[src/rtl/contador_pkg.sv]
// Shared constants for the contador counter family: mode select width and encodings.
package contador_pkg;

  localparam int unsigned MODO_W = 3;

  localparam logic [MODO_W-1:0] MODO_UP      = 3'b000;
  localparam logic [MODO_W-1:0] MODO_DN      = 3'b001;
  localparam logic [MODO_W-1:0] MODO_DN_STEP = 3'b010;
  localparam logic [MODO_W-1:0] MODO_LD      = 3'b011;
  localparam logic [MODO_W-1:0] MODO_LD_LIM  = 3'b100;
  localparam logic [MODO_W-1:0] MODO_UP_MOD  = 3'b101;
  localparam logic [MODO_W-1:0] MODO_DN_MOD  = 3'b110;
  localparam logic [MODO_W-1:0] MODO_HOLD    = 3'b111;

endpackage

[src/rtl/contador_modo_param_next.sv]
// Combinational next-state for the mode counter: next q, next limit and the wrap flag.
module contador_modo_param_next
  import contador_pkg::*;
#(
  parameter int unsigned WIDTH   = 16,
  parameter int unsigned STEP_DN = 3
) (
  input  logic [WIDTH-1:0]  q,
  input  logic [WIDTH-1:0]  limit,
  input  logic [MODO_W-1:0] modo,
  input  logic [WIDTH-1:0]  d,
  output logic [WIDTH-1:0]  q_nxt_c,
  output logic [WIDTH-1:0]  lim_nxt_c,
  output logic              rco_nxt_c
);

  localparam logic [WIDTH-1:0] ALL_ONES = '1;
  localparam logic [WIDTH-1:0] STEP     = WIDTH'(STEP_DN);
  localparam logic [WIDTH-1:0] ONE      = WIDTH'(1);

  // Operation decode; rco reflects only the operation selected this cycle.
  always_comb begin
    q_nxt_c   = q;
    lim_nxt_c = limit;
    rco_nxt_c = 1'b0;
    case (modo)
      MODO_UP: begin
        q_nxt_c   = q + ONE;
        rco_nxt_c = (q == ALL_ONES);
      end
      MODO_DN: begin
        q_nxt_c   = q - ONE;
        rco_nxt_c = (q == '0);
      end
      MODO_DN_STEP: begin
        q_nxt_c   = q - STEP;
        rco_nxt_c = (q < STEP);
      end
      MODO_LD: begin
        q_nxt_c = d;
      end
      MODO_LD_LIM: begin
        lim_nxt_c = d;
      end
      MODO_UP_MOD: begin
        // q above limit (e.g. after a load) recovers straight to 0
        if (q >= limit) begin
          q_nxt_c   = '0;
          rco_nxt_c = 1'b1;
        end else begin
          q_nxt_c = q + ONE;
        end
      end
      MODO_DN_MOD: begin
        if (q == '0) begin
          q_nxt_c   = limit;
          rco_nxt_c = 1'b1;
        end else begin
          q_nxt_c = q - ONE;
        end
      end
      default: begin
        q_nxt_c = q;
      end
    endcase
  end

endmodule

[src/rtl/contador_modo_param.sv]
// WIDTH-bit up/down/step/load counter with programmable modulo limit and registered wrap pulse.
module contador_modo_param
  import contador_pkg::*;
#(
  parameter int unsigned WIDTH   = 16,
  parameter int unsigned STEP_DN = 3
) (
  input  logic              clk,
  input  logic              rst,
  input  logic              enable,
  input  logic [MODO_W-1:0] modo,
  input  logic [WIDTH-1:0]  d,
  output logic [WIDTH-1:0]  q,
  output logic              rco
);

  logic [WIDTH-1:0] limit;
  logic [WIDTH-1:0] q_nxt_c;
  logic [WIDTH-1:0] lim_nxt_c;
  logic             rco_nxt_c;

  contador_modo_param_next #(
    .WIDTH   (WIDTH),
    .STEP_DN (STEP_DN)
  ) u_next (
    .q         (q),
    .limit     (limit),
    .modo      (modo),
    .d         (d),
    .q_nxt_c   (q_nxt_c),
    .lim_nxt_c (lim_nxt_c),
    .rco_nxt_c (rco_nxt_c)
  );

  // State registers; priority rst > enable > mode.
  always_ff @(posedge clk) begin
    if (rst) begin
      q     <= '0;
      rco   <= 1'b0;
      limit <= '1;
    end else if (!enable) begin
      rco <= 1'b0;
    end else begin
      q     <= q_nxt_c;
      limit <= lim_nxt_c;
      rco   <= rco_nxt_c;
    end
  end

endmodule
[config.mk]
export PLATFORM = sky130hd
export DESIGN_NAME = contador_modo_param
export DESIGN_NICKNAME = d
export VERILOG_FILES = /design/src/rtl/contador_pkg.sv /design/src/rtl/contador_modo_param_next.sv /design/src/rtl/contador_modo_param.sv
export SDC_FILE = /design/constraint.sdc
export NUM_CORES = 1
export LEC_CHECK = 0
export CAP_MARGIN = 20
export CORE_MARGIN = 2
export CORE_UTILIZATION = 55
export CTS_CLUSTER_SIZE = 10
export DETAILED_ROUTE_END_ITERATION = 10
export PLACE_DENSITY = 0.81
export SETUP_SLACK_MARGIN = 0.1
export SLEW_MARGIN = 20
export SYNTH_ARGS = -nofsm -noshare
export SYNTH_HDL_FRONTEND = slang
export SYNTH_HIERARCHICAL = 1
export SYNTH_SLANG_ARGS = --single-unit
[constraint.sdc]
create_clock -name clk -period 5.69 [get_ports clk]
set_clock_uncertainty 0.05 [all_clocks]
set_input_delay 1.138 -clock clk [delete_from_list [all_inputs] [get_ports clk]]
set_output_delay 1.138 -clock clk [all_outputs]
set_load 0.05 [all_outputs]
# Yosys cells after proc, flatten, opt, wreduce, memory -nomap -nowiden
# Cells that the tools add are included.
# word_totals
regBits	33
in_bits	22
out_inout_bits	17
word_cells	28
# classes
n_addsub	3
magnitude_cmp	2
n_eq_ne	7
muxes	6
bitwise_logic	1
n_reduce_logical	6
# ops
cell	count
case mux 16 bit (6 select lines)	1
two-way mux 16 bit	2
adder 16 x 1 -> 16 bit (second input constant)	1
== test 16 bit (second input constant)	1
greater-or-equal comparator 16 bit	1
logical NOT 16 bit	1
less-than comparator 16 x 2 -> 1 bit (second input constant)	1
subtractor 16 x 1 -> 16 bit (second input constant)	1
subtractor 16 x 2 -> 16 bit (second input constant)	1
== test 3 bit (second input constant)	3
== test 3 x 2 -> 1 bit (second input constant)	2
nonzero test 6 bit	1
case mux 1 bit (5 select lines)	1
AND reduction 2 bit	2
== test 3 x 1 -> 1 bit (second input constant)	1
logical NOT 3 bit	1
two-way mux 1 bit	2
OR reduction 2 bit	1
NOT 1 bit	1

# Longest topological paths before layout
# depth
ltp_word	3
mapped_depth	12
mapped_depth_nobuf	10

# By module
# The synthesis kept the hierarchy.
# modules_own_cells
module	instances	cells_each	area_each_um2	seq_area_each_um2
contador_modo_param_next	1	385	2333.5	0.0
contador_modo_param	1	107	1212.4	660.6

# Worst setup path before layout
# Ideal clock, no wire load.
# synth_timing
kind	input to register
from	in modo[0]
to	reg q[10]
setup_time_ps	128
arrival_ps	2963
required_ps	5512
setup_slack_ps	2550
stages	10
n_path_buf	2
cell_sequence	clkbuf_1 > nand2b_1 > nor2_1 > and4_1 > clkbuf_1 > a221o_1 > a2111oi_0 > a211oi_1 > mux2i_1 > nor2_1
# synth_via
word_cells_on_any_way	9
classes_between	5 x eq/ne; 1 x mux; 3 x reduce/logical
# synth_lines
element	line_no	text
start, declared	contador_modo_param.sv:11	input logic [MODO_W-1:0] modo,
== test 3 bit (tied with other cells)	contador_modo_param_next.sv:26	case (modo)
case mux 16 bit (6 select lines) (*)	contador_modo_param_next.sv:26	
net q_nxt_c[10]	contador_modo_param.sv:18	logic [WIDTH-1:0] q_nxt_c;
end signal, assigned	contador_modo_param.sv:44	q <= q_nxt_c;
end, declared	contador_modo_param.sv:13	output logic [WIDTH-1:0] q,
# Mark *: on every way through the listed nets, which the timed path passes. The rest lies on a longest branch.
# A chain may end at the register's enable or synchronous reset.

# Worst setup path after layout
# layout_timing
from	reg q[3]
to	reg q[10]
# layout_via
elab_chain_len	3
word_cells_on_any_way	8
classes_between	3 x add/sub; 1 x order compare; 3 x mux; 1 x reduce/logical
# layout_rtl
element	line_no
subtractor 16 x 1 -> 16 bit (tied with other cells)	contador_modo_param_next.sv:32, contador_modo_param_next.sv:59
two-way mux 16 bit (on tied branches)	contador_modo_param_next.sv:55, contador_modo_param_next.sv:47
case mux 16 bit (6 select lines) (*)	contador_modo_param_next.sv:26
net q_nxt_c[10]	contador_modo_param.sv:18
# Marks and branches as above.

==> results list <==
* Max stage delay on crit path: 950 ps
- Data arrival time of the critical path: 4030 ps
- Synth cell types: 64
- Setup slack closes at 1770 ps.
- Initial Util: 0.565
- DP Worst Slack: 1760 ps
- Counting along the longest clock path gives a buffer depth of 2.
* Classification of the worst-slack hold path: register to register
- Height of the die: 84.3 um
* Worst IR Drop VDD: 0.000162 V
- The number of setup buffers added after CTS is 0.
* Sort of element at the start of the critical path: register
- The worst path needs 3920 ps of the cycle, external delays included.
* Cell Chain, Critical Path: or4_1 > or2_1 > o21ai_1 > nand2_1 > a2111oi_0 > a211oi_1 > mux2i_1 > nor2_1
* Max Fanout on Critical Path: 21
* GRT busiest layer: met2
- Number of global-route vias before repair: 3360
- Type of element capturing the critical path: register
* Number of synthesis warnings: 6
* Max frequency: 255 MHz
- The net count of the finished layout is 542.
- TritonCTS created 5 clock buffers.
- EDFF count, synth: 0
* Average wire length per cell after detail routing: 18.8 um
- The share of total power dissipated in the clock network is 0.184.
- After technology mapping, the gate count stands at 492.
- In this run, post-CTS hold repair placed 0 buffers.
* Avg Cell Area, Syn: 7.21 um^2
- Of the total power, the share spent switching nets is 0.432.
* Sequential cell area fraction in the yosys report: 0.186
* Cells resized by post-CTS repair: 0
* Clock root buffer: sky130_fd_sc_hd__clkbuf_8
* # H-tree levels: 2
- Clock transition time at the flip-flop clock pins of the worst setup and hold paths: 70 ps
* Post-synth ARST share: 0
- When the netlist entered floorplanning its net count stood at 533.
- Switch Pwr: 0.414 mW
- From synthesis to final layout, the design area changed by 10.6%.
* Remaining antenna violation count: 0
- Summed over all layers, the global routing overflow is 0.
- Worst Path Buf+Inv: 0
- Entering global routing, the biggest net connects 50 pins.
- Outcome: complete, no violations
- Max-cap viol count: 0
- Met3 capacity usage during global routing: 0.0472
* Wire length of the first global-routing pass: 17300 um
* Internal power contribution: 0.544 mW
- The routed layout has 3864 vias.
* Clock tree sinks: 33
* Via density: 6.67
- Share of layout cells above drive strength 1: 0.0438
- In this run, the number of DRC markers left after iteration 0 of detailed routing was 569.
* Largest delay share family, worst path: simple AND/OR/NAND/NOR gates
- Final Cycle Share: 0.689
* Sum of routed wire length over all layers: 10900 um
- # port buffers: 38
- Antenna violations before repair: 0
- Pin placement for this block handled 39 I/O pins.
- The share of total power dissipated in combinational logic is 0.503.
- The first detailed-routing pass ran for 7 iterations.
- Floorplan die area: 0.00711 mm^2
- Detailed placement finished with a half-perimeter wire length of 7550 um.
- In the global route stage, met1 resource usage came out at 0.439.
- Floorplan Core Area: 0.00628 mm^2
- The number of antenna diodes in the final layout is 0.
* Max-Slew Margin vs Limit: 0.318
- DIE WIDTH: 84.3 um
* Power Dens Cells: 244 mW/mm^2
* Sequential power share: 0.313
* Leakage dissipation: 1.69 nW
- Setup Viol. Count Final: 0
* Max-slew violations: 0
* Worst skew pair latency: 280 ps
- In the global route stage, met2 resource usage came out at 0.444.
- The layout has 602 filler cells.
- Most instantiated flip-flop cell in the synthesis netlist: sky130_fd_sc_hd__dfxtp_1
- The final-report hold violation count is 0.
* Cell area after synthesis: 0.00355 mm^2
- After routing, the total negative slack on setup checks comes to 0 ps.
- Setup repair after global routing left no endpoint under its margin.
- TritonCTS built the clock tree.
- Cell at the slowest stage of the critical path: sky130_fd_sc_hd__or4_1
* Global-route usage over all layers: 0.301
- In this run, synthesis produced a sequential element count of 33.
- For the pin with the worst max-slew slack, the measured transition is 1020 ps.
* Highest-count cells in the layout ignoring fill and taps: sky130_fd_sc_hd__nand2_1, sky130_fd_sc_hd__nor2_1, sky130_fd_sc_hd__clkdlybuf4s50_1, sky130_fd_sc_hd__dfxtp_1, sky130_fd_sc_hd__inv_1
- The floorplan has 29 rows.
- Data on the critical path is required at its endpoint by 5800 ps.
- The worst setup path is of the register to register kind.
- After detailed routing, the number of remaining DRC violations is 0.
- The congestion estimate from routability-driven global placement came to 0.974.
- Most common library cell in the layout ignoring fill and taps: sky130_fd_sc_hd__nand2_1
## state kept, by name, summed over array words and instances (netlist names)
signal,cells
rco,1
limit,16
q,16
## path summary, 6_finish.rpt
kind / from / end / slack [ps] / cells past startpoint
max: q[3]$_SDFFE_PP0P_ / q[10]$_SDFFE_PP0P_ / 1770 / 8
min: limit[10]$_SDFFE_PP1P_ / limit[10]$_SDFFE_PP1P_ / 560 / 2
max reg2reg: q[3]$_SDFFE_PP0P_ / q[10]$_SDFFE_PP0P_ / 1770 / 8
min reg2reg: limit[10]$_SDFFE_PP1P_ / limit[10]$_SDFFE_PP1P_ / 560 / 2
## stage by stage
step / utilization / total power, mW / hold WS [ps] / area, um^2 / instances
3_5_place_dp: 0.612 / 0.770 / 536 / 3840 / 571
3_3_place_gp: 0.612 / 0.761 / 518 / 3840 / 571
6_report: 0.625 / 0.957 / 560 / 3920 / 579
4_1_cts: 0.625 / 0.949 / 558 / 3920 / 579
5_1_grt: 0.625 / 1.02 / 582 / 3920 / 579
2_1_floorplan: - / 0.667 / 486 / 3550 / 492
## layout make-up
type	count	area (um^2)	share of cell area
inverters	27	101	0.0258
flip-flops and latches	33	661	0.168
well taps	77	96.3	0.0246
repair buffers	45	428	0.109
clock buffers	8	80.1	0.0204
multi-input cells	389	2550	0.652
## cells by family after synthesis
family / synth area share
AND/OR/NAND/NOR: 0.278
AO/OA/AOI/OAI: 0.263
buffers and inverters: 0.0931
flip-flops: 0.186
XOR/XNOR: 0.0618
adder cells (fa/ha/maj): 0.0670
multiplexers: 0.0512
## layer usage
metal | vias up | share of wire
li1 | 1809 | -
met1 | 1805 | 0.44
met2 | 223 | 0.44
met3 | 27 | 0.096
met4 | 0 | 0.024
met5 | - | 0
## tightest hold or removal path: stages (launching register included)
cell and delay, ps:
sky130_fd_sc_hd__dfxtp_1 350, sky130_fd_sc_hd__nor2b_1 140, sky130_fd_sc_hd__a211o_1 90
## power groups by stage
stage	combinational, mW	sequential, mW	clock, mW
finish	0.481	0.300	0.176
global route	0.522	0.303	0.194
CTS	0.469	0.298	0.182
detailed placement	0.467	0.303	0
global placement	0.459	0.302	0
floorplan	0.352	0.315	0
## synthesized netlist by cell type (all sizes together) (6+ instances only)
master	instances	area (um^2)
a211oi	10	75.1
dfxtp	33	661
nand2	54	203
nand4	7	43.8
nor3	20	100
xor2	6	52.6
clkbuf	29	110
nor2	46	173
a211o	16	140
ha	19	238
nor2b	16	100
a221o	9	90.1
or4	6	52.6
o21ai	23	115
mux2i	17	170
or2	6	37.5
nor4	14	87.6
buf	14	119
a21oi	26	130
xnor2	19	166
nand3	7	35.0
inv	27	101
and2	6	37.5
Note: power is estimated with default switching activity, not from simulation.
